[src/rtl/csc_stream_ctrl.sv]
// -----------------------------------------------------------------------------
// csc_stream_ctrl
//
// Front end for an external YCbCr->RGB colour-space converter. Takes a 4:2:2
// byte stream (Cb,Y0,Cr,Y1), splits every quad into two pixels that share the
// quad's chroma, and hands each pixel to the converter as a registered operand
// triple. A tag (valid, line start, frame start) for every pixel travels down a
// CSC_LAT-deep delay line that matches the converter's latency, so the result
// comes back lined up with its markers and is registered as the output pixel.
// pix_x / pix_y are worked out on the output side from those markers.
//
// Parameters
//   CSC_LAT   cycles from csc_y/cb/cr changing to csc_r/g/b holding the result
//   LINE_MAX  pixels per line; pix_x saturates at LINE_MAX-1
//
// Ports
//   clk, rst_n               clock, asynchronous active-low reset
//   din, din_de, din_vs      byte stream, active-video qualifier, vsync
//   csc_y, csc_cb, csc_cr    registered operands to the converter
//   csc_r, csc_g, csc_b      converter results
//   pix_rgb, pix_valid       registered {r,g,b} and its qualifier
//   pix_sol, pix_sof         first pixel of line / frame (only with pix_valid)
//   pix_x, pix_y             coordinates of the pixel on pix_rgb
//   err_quad, err_clr        sticky incomplete-quad flag and its clear
// -----------------------------------------------------------------------------
module csc_stream_ctrl #(
  parameter int CSC_LAT  = 1,
  parameter int LINE_MAX = 720
) (
  input  logic        clk,
  input  logic        rst_n,
  input  logic [7:0]  din,
  input  logic        din_de,
  input  logic        din_vs,
  output logic [7:0]  csc_y,
  output logic [7:0]  csc_cb,
  output logic [7:0]  csc_cr,
  input  logic [7:0]  csc_r,
  input  logic [7:0]  csc_g,
  input  logic [7:0]  csc_b,
  output logic [23:0] pix_rgb,
  output logic        pix_valid,
  output logic        pix_sol,
  output logic        pix_sof,
  output logic [10:0] pix_x,
  output logic [9:0]  pix_y,
  output logic        err_quad,
  input  logic        err_clr
);

  localparam logic [10:0] X_LAST = 11'(LINE_MAX - 1);

  typedef enum logic [1:0] {S_CB, S_Y0, S_CR, S_Y1} phase_e;

  // Per-pixel tag carried alongside the converter latency.
  typedef struct packed {
    logic vld;
    logic sol;
    logic sof;
  } tag_t;

  phase_e     phase;
  phase_e     cur_phase;
  logic       de_q;
  logic       vs_q;
  logic       de_rise;
  logic       de_fall;
  logic       vs_rise;
  logic [7:0] cb_q;
  logic [7:0] y0_q;
  logic [7:0] cr_q;
  logic       sol_pend;
  logic       sof_pend;
  tag_t       issue;
  tag_t       dly [CSC_LAT];
  tag_t       dly_out;

  // ---------------------------------------------------------------------------
  // Edge detection and the phase the current byte belongs to. A rise of din_de
  // or din_vs restarts the quad, so the byte arriving with it is always Cb.
  // ---------------------------------------------------------------------------
  always_comb begin
    // NOTE: every variable gets a value before any condition, so no path
    // leaves one unassigned and no latch is inferred.
    de_rise   = din_de & ~de_q;
    de_fall   = ~din_de & de_q;
    vs_rise   = din_vs & ~vs_q;
    cur_phase = phase;
    if (de_rise || vs_rise) begin
      cur_phase = S_CB;
    end
  end

  // ---------------------------------------------------------------------------
  // Phase FSM: byte capture, operand issue, marker arming and error flag.
  // ---------------------------------------------------------------------------
  always_ff @(posedge clk or negedge rst_n) begin
    // NOTE: clocked state uses non-blocking assignments only, so every register
    // samples the values from before the edge regardless of statement order.
    if (!rst_n) begin
      phase    <= S_CB;
      de_q     <= 1'b0;
      vs_q     <= 1'b0;
      cb_q     <= '0;
      y0_q     <= '0;
      cr_q     <= '0;
      csc_y    <= '0;
      csc_cb   <= '0;
      csc_cr   <= '0;
      sol_pend <= 1'b0;
      sof_pend <= 1'b0;
      issue    <= '0;
      err_quad <= 1'b0;
    end else begin
      de_q  <= din_de;
      vs_q  <= din_vs;
      issue <= '0;

      // Arm the markers for the next pixel issued. An issue can never happen
      // on the same edge as a rise (a rise forces S_CB), so the clears below
      // never fight these sets.
      if (vs_rise) begin
        sol_pend <= 1'b1;
        sof_pend <= 1'b1;
      end else if (de_rise) begin
        sol_pend <= 1'b1;
      end

      if (din_de) begin
        unique case (cur_phase)
          S_CB: begin
            cb_q  <= din;
            phase <= S_Y0;
          end
          S_Y0: begin
            y0_q  <= din;
            phase <= S_CR;
          end
          S_CR: begin
            cr_q     <= din;
            csc_y    <= y0_q;
            csc_cb   <= cb_q;
            csc_cr   <= din;
            issue    <= '{vld: 1'b1, sol: sol_pend, sof: sof_pend};
            sol_pend <= 1'b0;
            sof_pend <= 1'b0;
            phase    <= S_Y1;
          end
          S_Y1: begin
            csc_y    <= din;
            csc_cb   <= cb_q;
            csc_cr   <= cr_q;
            issue    <= '{vld: 1'b1, sol: sol_pend, sof: sof_pend};
            sol_pend <= 1'b0;
            sof_pend <= 1'b0;
            phase    <= S_CB;
          end
        endcase
      end else begin
        // Idle bytes are dropped; a vsync rise still re-arms the phase.
        phase <= cur_phase;
      end

      // phase is the next byte expected, so anything but S_CB at a falling
      // din_de means the quad was cut short. Setting wins over clearing.
      if (de_fall && (phase != S_CB)) begin
        err_quad <= 1'b1;
      end else if (err_clr) begin
        err_quad <= 1'b0;
      end
    end
  end

  // ---------------------------------------------------------------------------
  // Tag delay line, CSC_LAT stages deep, matching the converter latency.
  // ---------------------------------------------------------------------------
  always_ff @(posedge clk or negedge rst_n) begin
    // NOTE: the delay line is a register array and is reset on purpose: a
    // stale valid bit surviving reset would emit a phantom pixel.
    if (!rst_n) begin
      for (int i = 0; i < CSC_LAT; i++) begin
        dly[i] <= '0;
      end
    end else begin
      dly[0] <= issue;
      for (int i = 1; i < CSC_LAT; i++) begin
        dly[i] <= dly[i-1];
      end
    end
  end

  assign dly_out = dly[CSC_LAT-1];

  // ---------------------------------------------------------------------------
  // Output register: capture the converter result and derive coordinates from
  // the markers that travelled with it.
  // ---------------------------------------------------------------------------
  always_ff @(posedge clk or negedge rst_n) begin
    if (!rst_n) begin
      pix_rgb   <= '0;
      pix_valid <= 1'b0;
      pix_sol   <= 1'b0;
      pix_sof   <= 1'b0;
      pix_x     <= '0;
      pix_y     <= '0;
    end else begin
      pix_valid <= dly_out.vld;
      pix_sol   <= dly_out.vld & dly_out.sol;
      pix_sof   <= dly_out.vld & dly_out.sof;
      if (dly_out.vld) begin
        pix_rgb <= {csc_r, csc_g, csc_b};
        if (dly_out.sol) begin
          pix_x <= '0;
          // pix_y wraps 1023 -> 0 through its natural 10-bit width.
          pix_y <= dly_out.sof ? '0 : pix_y + 10'd1;
        end else if (pix_x != X_LAST) begin
          pix_x <= pix_x + 11'd1;
        end
      end
    end
  end

endmodule
[config.mk]
export PLATFORM = sky130hd
export DESIGN_NAME = csc_stream_ctrl
export DESIGN_NICKNAME = d
export VERILOG_FILES = /design/src/rtl/csc_stream_ctrl.sv
export SDC_FILE = /design/constraint.sdc
export NUM_CORES = 1
export LEC_CHECK = 0
export CORE_MARGIN = 5
export CORE_UTILIZATION = 45
export CTS_BUF_LIST = sky130_fd_sc_hd__clkbuf_8
export CTS_CLUSTER_DIAMETER = 150
export DETAILED_ROUTE_END_ITERATION = 8
export GPL_ROUTABILITY_DRIVEN = 1
export MAX_ROUTING_LAYER = met4
export PLACE_DENSITY_LB_ADDON = 0.12
export SLEW_MARGIN = 20
export SYNTH_ARGS = -nofsm -noshare
export SYNTH_HDL_FRONTEND = slang
export SYNTH_SLANG_ARGS = --single-unit
export TNS_END_PERCENT = 30
[constraint.sdc]
create_clock -name clk -period 2.3 [get_ports clk]
set_clock_uncertainty 0.1 [all_clocks]
set_input_delay 0.69 -clock clk [delete_from_list [all_inputs] [get_ports clk]]
set_output_delay 0.69 -clock clk [all_outputs]
set_load 0.005 [all_outputs]
# Word level (Yosys, flattened, before mapping)
# Index checks and enable logic that the tools add are counted.
[word_totals]
regBits = 109
[op_classes]
eq_ne = 4
add_sub_neg = 2
muxes = 19
bitwise_logic = 8
n_reduce_logical = 15
[ops]
columns = ["operator", "n"]
rows = [
  ["8-bit one-hot mux with 2 select lines", 2],
  ["11-bit two-way mux", 2],
  ["2-bit AND reduction", 7],
  ["11-bit by 1-bit adder with 11-bit output (second input constant)", 1],
  ["11-bit by 10-bit inequality test with 1-bit output (second input constant)", 1],
  ["10-bit by 1-bit adder with 10-bit output (second input constant)", 1],
  ["10-bit two-way mux", 1],
  ["1-bit two-way mux", 9],
  ["2-bit one-hot mux with 4 select lines", 1],
  ["2-bit nonzero test", 4],
  ["3-bit two-way mux", 2],
  ["1-bit bitwise AND", 5],
  ["2-bit == test (second input constant)", 2],
  ["2-bit two-way mux", 2],
  ["1-bit inverter", 3],
  ["2-bit by 1-bit == test with 1-bit output (second input constant)", 1],
  ["2-bit zero test", 1],
  ["2-bit OR reduction", 1],
  ["1-bit logical AND", 1],
  ["1-bit logical OR", 1],
]

# Logic depth before layout (Yosys ltp)
# Gate-level depths: netlist of run 1.
[logic_depth]
depth_word = 8
mapped_depth = 8

# Worst setup path before layout of run 1
# No wires, ideal clock.
[synth_path]
path_type = "input -> register"
startpoint = "input din_de"
endpoint = "register csc_y[3]"
setup_time_ns = 0.135
arrival_time_ns = 2.116
n_path_buf = 2
path_slack_ns = -0.052
path_stages = 8
cell_sequence = "buf_2 -> a21oi_1 -> nand2_1 -> inv_1 -> ha_1 -> clkbuf_1 -> mux2i_1 -> o21ai_0"
[synth_between]
elab_chain_cells = 6
word_cells_on_any_way = 8
cone_classes = "eq/ne: 2; mux: 2; bitwise: 1; reduce/logical: 3"
[synth_rtl]
columns = ["element", "line_no", "rtl"]
rows = [
  ["from (decl)", "33", "input logic din_de,"],
  ["1-bit bitwise AND", "85", "de_rise = din_de & ~de_q;"],
  ["1-bit logical OR", "89", "if (de_rise || vs_rise) begin"],
  ["2-bit two-way mux", "89", ""],
  ["2-bit == test", "130", "unique case (cur_phase)"],
  ["2-bit nonzero test (no source line)", "--", ""],
  ["2-bit AND reduction (no source line)", "--", ""],
  ["to (signal assigned)", "141", "csc_y <= y0_q;"],
  ["to (signal assigned)", "150", "csc_y <= din;"],
  ["to (decl)", "35", "output logic [7:0] csc_y,"],
]
# Several ways; a longest one is shown, not always the timed one.
# A chain may end at the register's enable or synchronous reset.

# Worst setup path after layout of run 1
[layout_path]
startpoint = "input din_vs"
endpoint = "register cr_q[1]"
[layout_between]
elab_chain_cells = 5
[layout_rtl]
columns = ["element", "line_no", "rtl"]
rows = [
  ["from (decl)", "34", "input logic din_vs,"],
  ["1-bit bitwise AND", "87", "vs_rise = din_vs & ~vs_q;"],
  ["1-bit logical OR", "89", ""],
  ["2-bit two-way mux", "89", ""],
  ["2-bit == test", "130", ""],
  ["2-bit AND reduction (no source line)", "--", ""],
  ["to (signal assigned)", "140", "cr_q <= din;"],
  ["to (decl)", "71", "logic [7:0] cr_q;"],
]
# No other way between the ends.

==> results of run 1 <==
==> path summary, 6_finish.rpt <==
path / slack (ns) / from / end / cells past startpoint
min in group clk: 0.26 / issue[1]$_DFF_PN0_ / dly[1]$_DFF_PN0_ / 0
max in group asynchronous: 1.59 / rst_n / pix_rgb[22]$_DFFE_PN0P_ / 2
hold reg to reg: 0.26 / issue[1]$_DFF_PN0_ / dly[1]$_DFF_PN0_ / 0
setup reg to reg: 0.35 / pix_x[0]$_DFFE_PN0P_ / pix_x[7]$_DFFE_PN0P_ / 6
setup / recovery: 0.09 / din_vs / cr_q[1]$_DFFE_PN0P_ / 9
hold / removal: 0.19 / rst_n / pix_x[3]$_DFFE_PN0P_ / 2
==> cell families after synthesis <==
logic type,synth area share (%)
buf+inv,2.10
fa+ha+maj,1.94
flops,60.3
xor+xnor,0.775
compound gates,5.67
mux,18.4
simple gates,10.8
==> final cells by class <==
| cell class | count | area share [%] |
|---|---|---|
| Timing Repair Buffer | 125 | 21.1 |
| Inverter | 8 | 0.488 |
| Clock inverter | 7 | 1.48 |
| Tap cell | 133 | 2.71 |
| Multi-Input combinational cell | 227 | 27.9 |
| Clock buffer | 9 | 2.01 |
| Sequential cell | 109 | 44.3 |
==> synthesized netlist by cell type, drive strengths merged <==
cell	n	area [um2]
nor3b	1	7.51
clkbuf	5	18.8
ha	7	87.6
a31oi	3	18.8
o32ai	1	8.76
inv	8	30.0
mux2i	19	190
nor3	1	5.00
and2	4	25.0
nand2	47	176
or3	3	20.0
xnor2	1	8.76
and3	4	25.0
o41ai	3	26.3
nand3	11	55.1
o2bb2ai	1	8.76
a21o	1	7.51
nand3b	1	7.51
nand4	4	25.0
o31ai	1	21.3
nand4b	2	17.5
or4	4	33.8
mux2	57	642
nor2	7	26.3
and4	3	26.3
a21oi	5	25.0
buf	9	46.3
a22o	1	10.0
o21ai	26	130
dfrtp	109	2730
nor2b	6	37.5
xor2	3	26.3
==> what timing repair did <==
action,CTS,global route
hold buffers,0,0
cloned,0,0
endpoints found under the setup margin,19,26
setup buffers,0,0
resized for setup,2,5
==> worst max-delay path, stage by stage <==
cell	delay, ns
clkdlybuf4s50_1	0.49
nor2b_4	0.17
a21oi_2	0.06
nand2_1	0.16
inv_2	0.07
ha_1	0.17
nand2_1	0.10
buf_12	0.13
mux2_2	0.33
==> power groups by stage <==
| stage | logic, mW | clock network [mW] | registers, mW |
|---|---|---|---|
| global placement | 1.99 | 0 | 2.93 |
| finish | 2.00 | 1.22 | 2.91 |
| global route | 2.19 | 1.34 | 3.01 |
| CTS | 2.05 | 1.27 | 2.92 |
| detailed placement | 2.04 | 0 | 2.96 |
| floorplan | 0.720 | 0 | 2.94 |
==> stage by stage <==
step	cell area, um2	power (mW)	hold slack, ns	setup WS (ns)	instances
floorplan	4520	3.66	0.231	0.0375	358
global placement	5920	4.92	0.234	-0.372	602
detailed placement	5920	5.00	0.235	-0.453	602
CTS	6140	6.23	0.183	0.0300	618
global route	6150	6.53	0.194	0.00103	618
finish	6150	6.13	0.194	0.0857	618
==> state kept, by name, indices dropped and copies added, names as in the netlist, 8 cells and up <==
signal / count
pix_rgb: 24
pix_x: 11
pix_y: 10
cb_q: 8
cr_q: 8
csc_cb: 8
csc_cr: 8
csc_y: 8
y0_q: 8
==> layer usage <==
layer,vias up,share of wire (%)
met1,1491,42
met2,61,53
li1,1500,-
met5,-,0
met3,7,4.1
met4,0,0.78
==> results.cfg, run 1 <==
[finish]
multi_input_area_um2 = 1720
final_common_cell = dfrtp_1
fillers = 794
layout.area.seq_um2 = 2730
finish.utilization_pct = 62.9
mostFrequentLayoutCells = dfrtp_1, clkdlybuf4s50_1, mux2_2, nand2_1, o21ai_0
drive_gt1_share_pct = 20.8
area_growth_pct = 36.0
antenna_cells = 0
nets = 524

[grt]
top_usage_layer = met2
antenna_found_initial = 0
track_usage_pct = 16.7
grt_pass1_wl_um = 15300
grt_pass1_vias = 3067
use_met3_pct = 3.44
gr-total-overflow = 0
grt_max_degree = 65
use_met1_pct = 20.6
met2_usage_pct = 28.2

[floorplan]
core_um2 = 9770
ioPinCount = 110
start_util_pct = 46.3
die_area_um2 = 12200
chipWidth_um = 110
die_h_um = 110
fp-row-count = 36

[pwr]
p_leak_nw = 2.67
power.internal_mw = 4.43
seqPwrFrac_pct = 47.5
p_per_area_nw_per_um2 = 997
swShare_pct = 27.7
pwr-share-clk_pct = 19.9
p_switching_mw = 1.70
vdd_ir_drop_max_mv = 0.505
power_frac_comb_pct = 32.6

[sta]
finalHoldViolations = 0
final-setup-viol-count = 0
rsz0062_at_grt = false
fmax_mhz = 452
slew_headroom_pct = 72.5
setup_tns_ns = 0
tightest_slew_ns = 0.412
period_share_pct = 96.3
min_period_ns = 2.21
slew_violations = 0

[drt]
drcViolationCount = 0
drtIter0Drc = 114
vias = 3059
drt-pass1-iter-count = 4
antenna_left = 0
via_per_inst = 4.95
wl_um = 9460
wire_per_inst_um = 15.3

[clock_tree]
clockRootBuffer = clkbuf_8
clkTransAtPathRegs_ns = 0.11
numCtsBuffers = 9
cts-htree-levels = 3
clk_latency_ns = 0.37
cts_buffer_depth = 2
cts.sinks = 109
cts_tree = done

[synthesis]
avgSynthCellArea_um2 = 12.6
yosysWarnings = 0
syn_nets = 402
ys_types = 37
yosysSeqAreaShare_pct = 60.3
synth_cells = 358
syn_area_um2 = 4520
ys_ff_latch = 109

[worst_hold_path]
min_path_type = input pin to asynchronous set/reset pin

[worst_setup_path]
worstPathRequired_ns = 2.46
critPathLaunchType = input pin
critPathMaxFanout = 8
arrival_ns = 2.38
crit_path_end_kind = flip-flop
path_class = input pin to flip-flop

[placement]
routabilityCongestion = 0.833
port_buffers = 109
dp.final_hpwl_um = 7070

[outcome]
status = finished clean

[job]
maxCapViolCount = 0
No activity file was read; power rests on OpenSTA's default activity.
==> run 2: changes to the inputs <==
CORE_ASPECT_RATIO = 0.75   (was default)
==> run 2 against run 1 <==
Net effect: register-to-register slack lost 0.05 ns; sequential power is essentially flat; critical path type unchanged; sequential cell count stayed put; largest cell class unchanged; highest routed layer unchanged; core utilization grew 0.31 points; critical path depth shrank 1.
==> results.cfg, run 2 (synthesis gave the netlist of run 1 again) <==
[drt]
drtIter0Drc = 153
wl_met1_um = 4730
wire_per_inst_um = 15.1
via_per_inst = 5.00
wl_um = 9360
route.met2.wl_um = 4060
wl_met3_um = 495
antenna_left = 0
vias = 3109
drt-pass1-iter-count = 4
highest_layer = met4
drcViolationCount = 0

[sta]
rsz0062_at_grt = false
fmax_mhz = 450
whs_ns = 0.0436
finalHoldViolations = 0
period_share_pct = 96.7
min_period_ns = 2.22
slew_headroom_pct = 61.2
slew_violations = 0
tightest_slew_ns = 0.582
final-setup-viol-count = 0

[worst_setup_path]
r2r-end = pix_x[4]$_DFFE_PN0P_
path_class = input pin to flip-flop
rrSetupSlack_ns = 0.30
critPathMaxFanout = 5
arrival_ns = 2.39
reg2reg_from = pix_x[5]$_DFFE_PN0P_
critPathLaunchType = input pin
cp-startpoint = din_vs
worstPathRequired_ns = 2.47
crit_path_end_kind = flip-flop
r2r_cells = 4

[floorplan]
die_h_um = 96.8
fp-row-count = 31
die_area_um2 = 12200
ioPinCount = 110
chipWidth_um = 126
start_util_pct = 46.4
core_um2 = 9740

[grt]
track_usage_pct = 16.1
antenna_found_initial = 0
grt_pass1_wl_um = 15600
grt_max_degree = 70
grt_pass1_vias = 3102
gr-total-overflow = 0

[clock_tree]
cts-hold-fix-buffers = 0
cts-htree-levels = 3
cts.sinks = 109
clockRootBuffer = clkbuf_8
numCtsBuffers = 9
cts_buffer_depth = 2
cts_tree = done
clkTransAtPathRegs_ns = 0.10
clk_latency_ns = 0.38

[placement]
placed_area_um2 = 5920
routabilityCongestion = 0.857
dp.final_hpwl_um = 6850
port_buffers = 109

[finish]
drive_gt1_share_pct = 21.0
final_common_cell = dfrtp_1
antenna_cells = 0
top_register = pix_rgb
largest_register_ffs = 24
nets = 529
area_growth_pct = 36.2
finish.utilization_pct = 63.2
fin_area_um2 = 6160
mostFrequentLayoutCells = dfrtp_1, clkdlybuf4s50_1, mux2_2, nand2_1, o21ai_0
top_regs = pix_rgb (24), pix_x (11), pix_y (10)

[outcome]
status = finished clean

[pwr]
p_per_area_nw_per_um2 = 994
vdd_ir_drop_max_mv = 0.517
p_leak_nw = 2.68

[worst_hold_path]
min_path_type = input pin to asynchronous set/reset pin

[job]
maxCapViolCount = 0
==> run 2: cell count changes in the layout (fill, tap and decap cells not counted), moves of 2 or more <==
cell,before,now
clkinvlp_4,1,3
inv_1,5,8
buf_4,10,17
inv_2,3,1
inv_6,2,0
buf_12,7,5
==> run 2: worst max path at each step <==
stage                     slack [ns]  depth (start not counted)               endpoint
after detailed placement       -0.40                          8    cr_q[6]$_DFFE_PN0P_
after floorplan                 0.04                          8  csc_cr[0]$_DFFE_PN0P_
after global placement         -0.34                          9    cr_q[2]$_DFFE_PN0P_
after global routing          0.0009                          9   csc_y[2]$_DFFE_PN0P_
final                           0.08                          8    cr_q[6]$_DFFE_PN0P_
after CTS                      0.004                          8    cr_q[6]$_DFFE_PN0P_
==> run 2: power by group <==
group	internal (mW)	switching, mW	total, mW
sequential	2.56	0.356	2.91
combinational	1.34	0.629	1.97
clock	0.607	0.635	1.24
total	4.50	1.62	6.12
==> run 2: what timing repair did <==
| action | in CTS | in global routing |
|---|---|---|
| endpoints found under the setup margin | 0 | 40 |
| resized for setup | 0 | 4 |
| setup buffers | 0 | 1 |
==> run 2: routing by layer <==
metal | track usage, % | vias to the layer above
met4 | 3.63 | 0
met2 | 22.4 | 72
met5 | - | -
li1 | - | 1512
met1 | 22.8 | 1515
met3 | 5.67 | 10
==> run 2: cell type report <==
cell class / instances / area, um2
inverter: 8 / 30.0
sequential: 109 / 2730
multi-input combinational: 227 / 1710
clock inverter: 7 / 91.3
clock buffer: 9 / 124
fill: 813 / 3580
timing repair buffer: 130 / 1310
tap: 132 / 165
==> run 2: stage by stage <==
| step | setup TNS [ns] | instances | setup WS [ns] | power, mW |
|---|---|---|---|---|
| final | 0 | 622 | 0.0758 | 6.12 |
| after global placement | -12.51 | 605 | -0.337 | 4.90 |
| after floorplan | 0 | 358 | 0.0375 | 3.66 |
| after global routing | 0 | 622 | 0.000850 | 6.51 |
| after CTS | 0 | 621 | 0.00355 | 6.21 |
| after detailed placement | -14.96 | 605 | -0.400 | 4.96 |
==> run 2: worst max-delay path: stages <==
cell	delay (ns)
clkdlybuf4s50_1	0.42
nor2b_2	0.17
a21oi_2	0.18
nand2_2	0.11
ha_1	0.20
nand2_1	0.11
buf_4	0.17
mux2_2	0.34
==> run 3: changes to the inputs <==
CAP_MARGIN = 20   (was default)
CORE_UTILIZATION = 30   (was 45)
==> run 3 against run 2 <==
Net effect: core utilization is 21 points lower; sequential share of layout area decreased by 0.69 points; highest routed layer unchanged; total power is 0.32% lower; hold slack better by 0.091 ns; register-to-register slack improved by 0.06 ns; critical endpoint is now cb_q[4]$_DFFE_PN0P_; via count increased by 1.5%; global-route usage is 3.4 points lower; sequential power hardly changed; wire length rose by 8.1%; design area increased by 1.6%; clock power down 5%; cell count increased by 11%.
==> results.cfg, run 3 (synthesis gave the netlist of run 1 again) <==
[outcome]
status = finished clean

[worst_setup_path]
worstPathRequired_ns = 2.45
slowest_stage = clkdlybuf4s50_1
crit_path_end_kind = flip-flop
critPathMaxFanout = 8
arrival_ns = 2.38
cpPeakStageDelay_ns = 0.43
path_class = input pin to flip-flop
critPathLaunchType = input pin
crit_chain = clkdlybuf4s50_1, nor2b_2, a21oi_2, nand2_2, ha_1, nand2_1, buf_12, mux2_2

[drt]
drt-pass1-iter-count = 6
drtIter0Drc = 183
wire_per_inst_um = 14.7
wl_um = 10100
drcViolationCount = 0
vias = 3155
via_per_inst = 4.59
antenna_left = 0

[finish]
top_regs = pix_rgb (24), pix_x (11), pix_y (10)
nets = 527
mostFrequentLayoutCells = dfrtp_1, clkdlybuf4s50_1, mux2_2, nand2_1, o21ai_0
antenna_cells = 0
area_growth_pct = 38.4
top_register = pix_rgb
fin_area_um2 = 6260
drive_gt1_share_pct = 21.1
largest_register_ffs = 24

[clock_tree]
cts-htree-levels = 3
numCtsBuffers = 9
cts_buffer_depth = 2
cts_tree = done
cts-hold-fix-buffers = 0
clkTransAtPathRegs_ns = 0.10
clk_latency_ns = 0.37
cts.sinks = 109
clockRootBuffer = clkbuf_8

[worst_hold_path]
min_path_type = input pin to asynchronous set/reset pin

[placement]
routabilityCongestion = 0.798
dp.final_hpwl_um = 7270
port_buffers = 109
placed_area_um2 = 6020
dpl_worst_slack_ns = -0.422

[pwr]
p_leak_nw = 2.70
vdd_ir_drop_max_mv = 0.567
p_per_area_nw_per_um2 = 975

[floorplan]
die_h_um = 116
start_util_pct = 30.9
core_um2 = 14600
ioPinCount = 110
fp-row-count = 38
chipWidth_um = 152
die_area_um2 = 17700

[sta]
tightest_slew_ns = 0.437
min_period_ns = 2.23
rsz0062_at_grt = false
period_share_pct = 97.0
slew_headroom_pct = 70.9
final-setup-viol-count = 0
slew_violations = 0
setup_ws_ns = 0.0679
fmax_mhz = 448
finalHoldViolations = 0

[grt]
grt_pass1_wl_um = 17100
grt_pass1_vias = 3271
track_usage_pct = 12.7
antenna_found_initial = 0
gr-total-overflow = 0
grt_max_degree = 44

[job]
maxCapViolCount = 0
-- run 3: cell types whose count changed in the layout (fill, tap and decap cells not counted), sizes merged --
cell      previous run  this run
clkbuf               9        11
buf                 22        20
clkinvlp             3         0
inv                  9        10
clkinv               1         2
bufinv               2         1
-- run 3: cell type report --
class	count	area [um2]
inverters	8	30.0
clock inverters	5	51.3
flip-flops and latches	109	2730
fillers	1406	8390
multi-input cells	227	1710
clock buffers	11	151
well taps	200	250
repair buffers	128	1330
-- run 3: power breakdown --
group / leakage, nW / switching, mW / internal (mW)
sequential: 1.34 / 0.367 / 2.56
combinational: 1.24 / 0.641 / 1.35
clock: 0.112 / 0.625 / 0.557
total: 2.70 / 1.63 / 4.47
-- run 3: per-stage QoR --
step,setup TNS (ns),std cells,hold slack (ns),total power [mW],utilization (%)
after floorplan,0,358,0.231,3.66,-
after global placement,-13.56,670,0.233,4.96,41.1
after detailed placement,-15.92,670,0.236,5.00,41.1
after CTS,0,687,0.134,6.22,42.6
after global routing,0,688,0.140,6.56,42.7
final,0,688,0.135,6.10,42.7
-- run 3: timing repair --
action | in CTS | in global routing
pin swaps | 1 | 0
setup endpoints to repair | 10 | 33
endpoints found under the hold margin | 0 | 0
buffers inserted | 1 | 1
resized for setup | 2 | 5
-- run 3: routing by layer --
metal	global-route usage, %	wire, um	vias up
li1	-	-	1506
met1	17.4	4870	1566
met2	18.6	4580	74
met3	3.41	559	9
met4	3.41	113	0
met5	-	0	-
-- run 3: critical path: cells and delay by family --
| family | cells | cell delay, ns |
|---|---|---|
| AND/OR/NAND/NOR | 3 | 0.40 |
| adder cells (fa/ha/maj) | 1 | 0.21 |
| AO/OA/AOI/OAI | 1 | 0.18 |
| multiplexers | 1 | 0.33 |
| buffers and inverters | 2 | 0.57 |
-- run 3: final timing paths --
kind	end	from	slack, ns	cells past startpoint
setup / recovery	cb_q[4]$_DFFE_PN0P_	din_vs	0.07	8
hold / removal	pix_rgb[5]$_DFFE_PN0P_	rst_n	0.13	1
setup reg to reg	pix_x[5]$_DFFE_PN0P_	pix_x[0]$_DFFE_PN0P_	0.36	5
hold reg to reg	dly[1]$_DFF_PN0_	issue[1]$_DFF_PN0_	0.26	0
max in group asynchronous	csc_y[4]$_DFFE_PN0P_	rst_n	1.39	2
min in group clk	dly[1]$_DFF_PN0_	issue[1]$_DFF_PN0_	0.26	0
